--- src/rtl/dso_cmd_pkg.sv ---
// Shared constants and types for the command dispatcher: opcodes, response codes,
// gain lookup table, slave-select codes and FSM states.
package dso_cmd_pkg;

  localparam logic [7:0] CFG_GAIN = 8'h02;
  localparam logic [7:0] SET_TRIG = 8'h03;
  localparam logic [7:0] WR_EEP   = 8'h08;
  localparam logic [7:0] RD_EEP   = 8'h09;

  localparam logic [7:0] ACK  = 8'hA5;
  localparam logic [7:0] NACK = 8'hEE;

  // Register address byte for analog front-end gain/trigger writes
  localparam logic [7:0] AFE_REG = 8'h13;

  // Element g holds the gain code for gain step g
  localparam logic [7:0][7:0] GAIN_LUT = {8'hDD, 8'h6B, 8'h46, 8'h28,
                                          8'h14, 8'h09, 8'h05, 8'h02};

  localparam int unsigned SS_NONE   = 0;
  localparam int unsigned SS_EEPROM = 1;

  typedef enum logic [2:0] {
    StIdle,
    StAccept,
    StDecode,
    StWaitSpi,
    StWaitSent
  } state_e;

endpackage

--- src/rtl/cmd_decode.sv ---
// Combinational opcode decode: latched 24-bit command to slave select, SPI frame,
// validity and read flag.
module cmd_decode
  import dso_cmd_pkg::*;
#(
  parameter int unsigned NUM_CH = 3,
  parameter int unsigned SSW    = $clog2(NUM_CH + 3)
) (
  input  logic [23:0]    cmd,
  output logic           valid,
  output logic [SSW-1:0] ss,
  output logic [15:0]    spi_data,
  output logic           is_read
);

  logic [7:0] opcode;
  logic [7:0] arg1;
  logic [7:0] arg2;

  assign opcode = cmd[23:16];
  assign arg1   = cmd[15:8];
  assign arg2   = cmd[7:0];

  always_comb begin
    valid    = 1'b0;
    ss       = SSW'(SS_NONE);
    spi_data = '0;
    is_read  = 1'b0;
    case (opcode)
      CFG_GAIN: begin
        if (32'(arg1) < NUM_CH) begin
          valid    = 1'b1;
          ss       = SSW'(32'(arg1) + 32'd2);
          spi_data = {AFE_REG, GAIN_LUT[arg2[2:0]]};
        end
      end
      SET_TRIG: begin
        valid    = 1'b1;
        ss       = SSW'(NUM_CH + 32'd2);
        spi_data = {AFE_REG, arg2};
      end
      WR_EEP: begin
        // EEPROM has a 6-bit address space; upper arg1 bits must be clear
        if (arg1[7:6] == 2'b00) begin
          valid    = 1'b1;
          ss       = SSW'(SS_EEPROM);
          spi_data = {2'b01, arg1[5:0], arg2};
        end
      end
      RD_EEP: begin
        if (arg1[7:6] == 2'b00) begin
          valid    = 1'b1;
          ss       = SSW'(SS_EEPROM);
          spi_data = {2'b00, arg1[5:0], 8'h00};
          is_read  = 1'b1;
        end
      end
      default: ;
    endcase
  end

endmodule

--- src/rtl/cmd_dispatch.sv ---
// Command dispatcher: accepts one command, runs one SPI transaction (or NACKs it),
// then emits a response byte and waits for the transmitter to finish.
module cmd_dispatch
  import dso_cmd_pkg::*;
#(
  parameter int unsigned NUM_CH = 3,
  parameter int unsigned TO_CYC = 4096,
  parameter int unsigned SSW    = $clog2(NUM_CH + 3)
) (
  input  logic           clk,
  input  logic           rst_n,
  input  logic [23:0]    cmd,
  input  logic           cmd_rdy,
  output logic           clr_cmd_rdy,
  output logic [7:0]     resp_data,
  output logic           send_resp,
  input  logic           resp_sent,
  output logic [SSW-1:0] ss,
  output logic           wrt_SPI,
  output logic [15:0]    SPI_data,
  input  logic [7:0]     EEP_data,
  input  logic           SPI_done
);

  localparam int unsigned TW = (TO_CYC > 1) ? $clog2(TO_CYC) : 1;
  localparam logic [TW-1:0] TMAX = TW'(TO_CYC - 1);

  state_e         state_q, state_d;
  logic [23:0]    cmd_q;
  logic [TW-1:0]  timer_q, timer_d;
  logic           clr_q, clr_d;
  logic           send_q, send_d;
  logic           wrt_q, wrt_d;
  logic [SSW-1:0] ss_q, ss_d;
  logic [15:0]    spi_q, spi_d;
  logic [7:0]     resp_q, resp_d;

  logic           dec_valid;
  logic [SSW-1:0] dec_ss;
  logic [15:0]    dec_spi;
  logic           dec_is_read;
  logic           timed_out;

  cmd_decode #(
    .NUM_CH (NUM_CH),
    .SSW    (SSW)
  ) u_cmd_decode (
    .cmd      (cmd_q),
    .valid    (dec_valid),
    .ss       (dec_ss),
    .spi_data (dec_spi),
    .is_read  (dec_is_read)
  );

  assign timed_out = (timer_q == TMAX);

  always_ff @(posedge clk) begin
    if (!rst_n) begin
      state_q <= StIdle;
      cmd_q   <= '0;
      timer_q <= '0;
      clr_q   <= 1'b0;
      send_q  <= 1'b0;
      wrt_q   <= 1'b0;
      ss_q    <= '0;
      spi_q   <= '0;
      resp_q  <= '0;
    end else begin
      state_q <= state_d;
      timer_q <= timer_d;
      clr_q   <= clr_d;
      send_q  <= send_d;
      wrt_q   <= wrt_d;
      ss_q    <= ss_d;
      spi_q   <= spi_d;
      resp_q  <= resp_d;
      if (state_q == StIdle && cmd_rdy) begin
        cmd_q <= cmd;
      end
    end
  end

  always_comb begin
    state_d = state_q;
    timer_d = timer_q;
    unique case (state_q)
      StIdle:     if (cmd_rdy) state_d = StAccept;
      StAccept:   state_d = StDecode;
      StDecode: begin
        state_d = dec_valid ? StWaitSpi : StWaitSent;
        timer_d = '0;
      end
      StWaitSpi: begin
        if (SPI_done || timed_out) state_d = StWaitSent;
        if (!timed_out) timer_d = timer_q + TW'(1);
      end
      // A resp_sent arriving alongside send_resp belongs to no response yet
      StWaitSent: if (resp_sent && !send_q) state_d = StIdle;
      default:    state_d = StIdle;
    endcase
  end

  always_comb begin
    clr_d  = 1'b0;
    send_d = 1'b0;
    wrt_d  = 1'b0;
    ss_d   = ss_q;
    spi_d  = spi_q;
    resp_d = resp_q;
    unique case (state_q)
      StAccept: clr_d = 1'b1;
      StDecode: begin
        if (dec_valid) begin
          wrt_d = 1'b1;
          ss_d  = dec_ss;
          spi_d = dec_spi;
        end else begin
          send_d = 1'b1;
          resp_d = NACK;
        end
      end
      StWaitSpi: begin
        if (SPI_done) begin
          ss_d   = SSW'(SS_NONE);
          send_d = 1'b1;
          resp_d = dec_is_read ? EEP_data : ACK;
        end else if (timed_out) begin
          ss_d   = SSW'(SS_NONE);
          send_d = 1'b1;
          resp_d = NACK;
        end
      end
      default: ;
    endcase
  end

  assign clr_cmd_rdy = clr_q;
  assign send_resp   = send_q;
  assign wrt_SPI     = wrt_q;
  assign ss          = ss_q;
  assign SPI_data    = spi_q;
  assign resp_data   = resp_q;

endmodule

--- config.mk ---
export PLATFORM = sky130hd
export DESIGN_NAME = cmd_dispatch
export DESIGN_NICKNAME = d
export VERILOG_FILES = /design/src/rtl/dso_cmd_pkg.sv /design/src/rtl/cmd_decode.sv /design/src/rtl/cmd_dispatch.sv
export SDC_FILE = /design/constraint.sdc
export NUM_CORES = 1
export LEC_CHECK = 0
export CAP_MARGIN = 20
export CELL_PAD_IN_SITES_DETAIL_PLACEMENT = 1
export CELL_PAD_IN_SITES_GLOBAL_PLACEMENT = 1
export CORE_UTILIZATION = 38
export CTS_CLUSTER_SIZE = 10
export DETAILED_ROUTE_END_ITERATION = 12
export HOLD_SLACK_MARGIN = 0.06
export PLACE_DENSITY_LB_ADDON = 0.1
export REMOVE_ABC_BUFFERS = 1
export SYNTH_ARGS = -nofsm -noshare
export SYNTH_HDL_FRONTEND = slang
export SYNTH_HIERARCHICAL = 1
export SYNTH_SLANG_ARGS = --single-unit
--- constraint.sdc ---
create_clock -name clk -period 6.5 [get_ports clk]
set_clock_uncertainty 0.2 [all_clocks]
set_input_delay 1.95 -clock clk [delete_from_list [all_inputs] [get_ports clk]]
set_output_delay 1.95 -clock clk [all_outputs]
set_load 0.01 [all_outputs]
# Word-level counts from Yosys, hierarchy flattened
# Memories as Yosys holds them, arrays and structs flattened. A register that Yosys moved wholly into a read port is not among the register bits.
# Cells that the tools add are included.
# totals
rom_bits,64
regBits,69
input_bits,37
wordCells,80
memories,1
# mem_list
name,depth,width,read_ports,rd_ports_with_merged_regs,wr,line_no,source
(name not given),8,8,1,1,0,cmd_decode.sv:34,"spi_data = {AFE_REG, GAIN_LUT[arg2[2:0]]};"
# op_classes
order_cmp,2
n_reduce_logical,14
n_mux,36
n_addsub,2
eq_ne,16
# ops
cell,count
$pmux W16 S4,1
$mux W8,5
$mux W3,10
$pmux W12 S2,1
$eq A8 B2 Y1 const B,2
$eq A8 B4 Y1 const B,2
$pmux W8 S2,1
$mux W15,1
$pmux W3 S5,1
$mux W14,1
$mux W13,1
$add A12 B1 Y12 const B,1
$eq A12 B12 Y1 const B,1
$mux W12,1
$ne A2 B2 Y1 const B,6
$mux W1,9
$pmux W3 S3,1
$reduce_and A3 Y1,3
$lt A8 B2 Y1 const B,1
$eq A3 B2 Y1 const B,2
$pmux W3 S2,1
$reduce_and A2 Y1,3
$lt A3 B4 Y1 const B,1
$add A3 B2 Y3 const B,1
other kinds (12),13

# Longest topological paths before layout
# Gate-level depths: netlist of run 1.
# logic_depth
ltp_word,6
ltp_mapped,9

# Cells and area by module
# The synthesis of run 1 kept the hierarchy.
# modules_own_cells
mod,area_per_inst_um2,n_inst,cells_per_inst,seq_area_each_um2
cmd_dispatch,2695.1,1,321,1381.3
cmd_decode,427.9,1,56,0.0

# Worst setup path after synthesis of run 1
# OpenSTA, ideal clock, no wires.
# synth_timing
path_type,input to register
start,in cmd_rdy
end,reg cmd_q[0]
path_stages,5
t_required_ns,6.230
setup_time_ns,0.070
t_arrival_ns,2.847
slack_ns,3.383
path_buffers,1
path_cell_list,nand2b_1 nor3_1 clkbuf_1 nand2_1 a21oi_1
# synth_via
elab_chain_len,1
# synth_lines
item,line_no,source
start: declaration,cmd_dispatch.sv:13,"input logic cmd_rdy,"
$logic_and A1 B1 Y1,cmd_dispatch.sv:77,if (state_q == StIdle && cmd_rdy) begin
end signal: assignment,cmd_dispatch.sv:78,cmd_q <= cmd;
end: declaration,cmd_dispatch.sv:29,logic [23:0] cmd_q;
# No other way between the ends.
# A chain may end at the register's enable or synchronous reset.

==> impl_metrics.py, run 1 <==
metrics = {
    "status": {
        "outcome": "completed",
    },
    "routing": {
        "top_layer_used": "met4",
        "vias": 2937,
        "dr.pass1.iters": 5,
        "wl_per_cell_um": 15.8,
        "wl_met1_mm": 4.18,
        "drtIter0Drc": 107,
        "wl_met3_um": 276,
        "totalWireLength_mm": 8.56,
        "route.met2.wl_mm": 4.05,
        "ant_nets": 0,
        "post-route-drc-count": 0,
        "post_drt_via_cell_ratio": 5.41,
    },
    "floorplanning": {
        "die_h_um": 92.7,
        "die_x_um": 92.7,
        "start_util_pct": 39.8,
        "fp.dieArea_mm2": 0.00858,
        "num_rows": 32,
        "io_pins": 67,
        "core-area_mm2": 0.00785,
    },
    "timing": {
        "fmax_mhz": 258,
        "slew_viol_final": 0,
        "fin_worst_hold_slack_ps": 257,
        "fin_setup_tns_ps": 0,
        "setup_violations": 0,
        "rsz0062_at_grt": "no",
        "slew_headroom_pct": 34.4,
        "fin_ws_ps": 2620,
        "report.final.hold_viol_count": 0,
        "finalCriticalPeriod_ps": 3880,
        "tightestPinTransition_ps": 982,
        "finalCritPeriodShare_pct": 59.7,
    },
    "finish": {
        "drive_above_1_share_pct": 6.58,
        "layout_commonest_cell": "nand2_1",
        "fin_cells": 543,
        "final_nets": 480,
        "stdcell_area_mm2": 0.00409,
        "fillCellCount": 972,
        "area_delta_synth_final_pct": 30.8,
        "layout.cells.most_common_list": "nand2_1 (92), dfxtp_1 (69), clkdlybuf4s50_1 (66)",
        "seq_area_mm2": 0.00138,
        "diodes": 0,
        "postLayoutCoreUtil_pct": 52.1,
        "multi_input_area_mm2": 0.00163,
    },
    "worst_hold_path": {
        "hp-class": "reg -> reg",
        "hold_depth": 2,
    },
    "place": {
        "hpwl_mm": 5.88,
        "gp_congestion": 0.746,
        "portBuffers": 66,
        "dpl.cell_count": 527,
        "place_area_mm2": 0.00384,
        "dp_worst_setup_slack_ps": 2280,
    },
    "logic_synthesis": {
        "ys_seq_elements": 69,
        "syn-cell-area_mm2": 0.00312,
        "yosys_warnings": 6,
        "synth_top_area_cell": "dfxtp_1",
        "yosysSeqAreaShare_pct": 44.2,
        "synth_enable_flop_cells": 0,
        "synth-async-reset-ratio_pct": 0,
        "ys_top_cells_by_area": "dfxtp_1 (44%), nand2_1 (11%), a21oi_1 (8.7%), ha_1 (2.4%), a21o_1 (1.9%)",
        "yosysUniqueCellTypes": 52,
        "synthFlopType": "dfxtp_1",
        "synth_cells": 377,
        "netlist.area_leader.share_pct": 44.2,
        "avgSynthCellArea_um2": 8.28,
    },
    "power": {
        "vdd_drop_max_v": 0.0000876,
        "p_per_area_mw_per_mm2": 251,
        "p_leak_nw": 1.50,
        "total_power_mw": 1.03,
    },
    "global_routing": {
        "grt_pass1_vias": 2927,
        "track_usage_pct": 20.9,
        "grt_max_degree": 47,
        "antenna_found_initial": 0,
        "grt_overflow": 0,
        "grt_pass1_wl_mm": 14.2,
    },
    "clock_tree": {
        "cts_resized": 0,
        "ctsHoldBuffers": 0,
        "insertion_delay_ps": 340,
        "clock_path_buffers": 2,
        "path_clk_slew_ps": 70,
        "htreeDepth": 3,
        "cts_tree": "yes",
        "post_cts_buffers": 0,
        "cts_buffers": 9,
        "cts_sinks": 69,
        "cts_root_buf": "clkbuf_8",
    },
    "critical_path": {
        "worstPathArrival_ps": 3910,
        "cp.required_ps": 6530,
        "r2r_cells": 6,
        "crit_type": "in -> reg",
        "end_kind": "register",
        "cp_max_fo": 46,
        "cp-start-kind": "input port",
    },
    "flow_run": {
        "max_cap_violations": 0,
    },
}
==> path summary, 6_finish.rpt <==
check              startpoint           to  slack [ps]
setup / recovery        rst_n        ss[1]        2620
hold / removal    SPI_data[1]  SPI_data[1]         260
setup reg to reg    cmd_q[19]        ss[1]        3670
hold reg to reg   SPI_data[1]  SPI_data[1]         260
==> cell families after synthesis <==
family,count (synthesis),share of synthesized area [%]
flops,69,44.2
fa+ha+maj,6,2.40
xor+xnor,3,0.841
mux,3,0.962
compound gates,105,21.7
other cells,1,0.120
simple gates,161,26.0
buf+inv,29,3.81
==> power by group <==
part | switching, mW | total (mW) | internal, mW
clock | 0.169 | 0.422 | 0.253
combinational | 0.0783 | 0.139 | 0.0606
sequential | 0.0231 | 0.466 | 0.443
total | 0.270 | 1.03 | 0.757
==> registers in the layout, summed over array words and instances, names as in the netlist <==
name and count:
clr_cmd_rdy 1, wrt_SPI 1, state_q 3, timer_q 12, cmd_q 24, ss 3, resp_data 8, send_resp 1
SPI_data 16
==> worst max-delay path, cell delays in order <==
cell and delay (ps):
clkdlybuf4s50_1 750, inv_2 760, nor2_1 170, a32o_1 240
==> per-layer routing <==
metal	vias to the layer above	GRT usage [%]
met5	-	0
met4	0	5.90
met3	4	4.60
met2	63	34.3
met1	1406	27.4
li1	1464	-
==> layout make-up <==
class                           count  share of cell area [%]
Clock buffer                        9                    3.03
Clock inverter                      6                    2.76
Inverter                           10                   0.919
Multi-Input combinational cell    279                    39.8
Sequential cell                    69                    33.8
Tap cell                          102                    3.12
Timing Repair Buffer               68                    16.5
==> cell usage after synthesis, drive strengths merged (5+ instances only) <==
| master | count |
|---|---|
| inv | 10 |
| or4 | 7 |
| buf | 5 |
| a21o | 8 |
| clkbuf | 14 |
| nand3 | 10 |
| o21ai | 6 |
| nand2b | 5 |
| nand2 | 92 |
| dfxtp | 69 |
| nor3 | 6 |
| a21oi | 54 |
| o31ai | 6 |
| ha | 6 |
| nand4 | 7 |
| nor2 | 11 |
(Power assumes the default switching activity.)
==> run 2, diff against run 1 <==
- CORE_UTILIZATION: 38 -> 37
- clock period: 6.5 -> 3.7 ns (I/O delays scaled with it)
==> run 2 against run 1 <==
  * Sequential cell count unchanged
  * Non-clock buffer count increased by 4
  * First-iteration DRC count down 22%
  * Wire length grew 0.40%
  * Clock-buffer cell count is 1 higher
  * Sequential share of layout area decreased by 0.37 points
  * Clock power is 80% higher
  * Critical path type is now reg -> out
  * Highest routed layer unchanged
==> impl_metrics.py, run 2 (same netlist as run 1, synthesis figures left out) <==
metrics = {
    "status": {
        "outcome": "completed",
    },
    "timing": {
        "rsz0062_at_grt": "no",
        "setup_violations": 0,
        "report.final.hold_viol_count": 0,
        "finalCriticalPeriod_ps": 2590,
        "slew_headroom_pct": 44.6,
        "finalCritPeriodShare_pct": 70.0,
        "tightestPinTransition_ps": 829,
        "fmax_mhz": 386,
        "slew_viol_final": 0,
        "fin_setup_tns_ps": 0,
    },
    "finish": {
        "layout.cells.most_common_list": "nand2_1 (92), dfxtp_1 (69), clkdlybuf4s50_1 (66)",
        "layout_commonest_cell": "nand2_1",
        "largest_reg_flops": 24,
        "fin_cells": 551,
        "seq_area_mm2": 0.00138,
        "multi_input_area_mm2": 0.00163,
        "top_register": "cmd_q",
        "fillCellCount": 967,
        "area_delta_synth_final_pct": 32.3,
        "stdcell_area_mm2": 0.00413,
        "drive_above_1_share_pct": 7.62,
        "final_nets": 484,
        "diodes": 0,
    },
    "critical_path": {
        "slowest_delay_ps": 560,
        "cp-start-kind": "register",
        "timing.rr.start": "cmd_q[9]",
        "cp.required_ps": 2390,
        "critical_path.top_delay_family": "buffers and inverters",
        "end_kind": "primary output",
        "cp_slowest_cell": "clkdlybuf4s50_1",
        "r2r-end": "resp_data[2]",
        "startpoint": "ss[2]",
        "cp_max_fo": 3,
        "cp_num_buf_inv": 1,
        "cp.depth": 1,
        "critPathCapture": "ss[2]",
        "crit_chain": "clkdlybuf4s50_1",
        "worstPathArrival_ps": 1280,
        "crit_type": "reg -> out",
        "r2r_cells": 7,
        "reg2reg_slack_ps": 1190,
    },
    "floorplanning": {
        "core-area_mm2": 0.00818,
        "num_rows": 33,
        "start_util_pct": 38.2,
        "die_h_um": 93.9,
        "io_pins": 67,
        "die_x_um": 93.9,
        "fp.dieArea_mm2": 0.00881,
    },
    "global_routing": {
        "grt_pass1_wl_mm": 13.9,
        "grt_overflow": 0,
        "grt_max_degree": 26,
        "grt_pass1_vias": 2909,
        "antenna_found_initial": 0,
        "track_usage_pct": 20.3,
    },
    "routing": {
        "totalWireLength_mm": 8.60,
        "post_drt_via_cell_ratio": 5.44,
        "post-route-drc-count": 0,
        "vias": 2998,
        "wl_per_cell_um": 15.6,
        "ant_nets": 0,
        "drtIter0Drc": 83,
        "dr.pass1.iters": 4,
    },
    "clock_tree": {
        "cts_resized": 0,
        "cts_root_buf": "clkbuf_8",
        "cts_buffers": 9,
        "cts_tree": "yes",
        "cts_sinks": 69,
        "htreeDepth": 3,
        "ctsHoldBuffers": 0,
        "path_clk_slew_ps": 70,
        "post_cts_buffers": 0,
        "clock_path_buffers": 2,
        "insertion_delay_ps": 350,
    },
    "place": {
        "hpwl_mm": 6.14,
        "gp_congestion": 0.799,
        "place_area_mm2": 0.00388,
        "dpl.cell_count": 535,
        "portBuffers": 66,
    },
    "power": {
        "seq_power_share_pct": 44.7,
        "p_leak_nw": 1.51,
        "p_int_mw": 1.35,
        "netSwitchingFraction_pct": 25.8,
        "vdd_drop_max_v": 0.000201,
        "p_switching_uw": 470,
        "p_per_area_mw_per_mm2": 441,
        "clkPwrFrac_pct": 41.8,
        "pwr-share-comb_pct": 13.5,
        "total_power_mw": 1.82,
    },
    "worst_hold_path": {
        "hp-class": "reg -> reg",
    },
    "flow_run": {
        "max_cap_violations": 0,
    },
}
==> run 2: stage by stage <==
stage | util (%) | setup slack, ps | hold slack (ps)
2_1_floorplan | - | 788 | 236
3_3_place_gp | 47.5 | 864 | 244
3_5_place_dp | 47.5 | 780 | 254
4_1_cts | 50.5 | 1090 | 265
5_1_grt | 50.5 | 930 | 279
6_report | 50.5 | 1110 | 262
==> run 2: power groups by stage <==
stage | combinational [mW] | sequential, mW | clock (mW)
final | 0.246 | 0.815 | 0.761
after global routing | 0.271 | 0.821 | 0.813
after CTS | 0.249 | 0.815 | 0.779
after detailed placement | 0.248 | 0.833 | 0
after global placement | 0.240 | 0.832 | 0
after floorplan | 0.137 | 0.825 | 0
==> run 2: worst min path at each step <==
stage | start | end | slack [ps] | cells after the start
final | SPI_data[7] | SPI_data[7] | 260 | 2
after global routing | SPI_data[13] | SPI_data[13] | 280 | 2
after CTS | SPI_data[1] | SPI_data[1] | 260 | 2
after detailed placement | SPI_data[1] | SPI_data[1] | 250 | 2
after global placement | cmd_q[3] | cmd_q[3] | 240 | 2
after floorplan | cmd_q[7] | cmd_q[7] | 240 | 2
==> run 2: area by class of cell <==
cell class,instances,share of cell area [%]
Multi-Input combinational cell,279,39.4
Timing Repair Buffer,72,17.1
Tap cell,105,3.18
Inverter,10,0.909
Clock inverter,6,2.67
Sequential cell,69,33.4
Clock buffer,10,3.33
==> run 2: per-layer routing <==
layer	vias up	wire length, um	part of all wire, %	track usage (%)
met1	1444	3910	46	25.3
li1	1472	-	-	-
met2	76	4210	49	34.3
met4	0	71	0.83	7.31
met5	-	0	0	0
met3	6	397	4.6	4.37
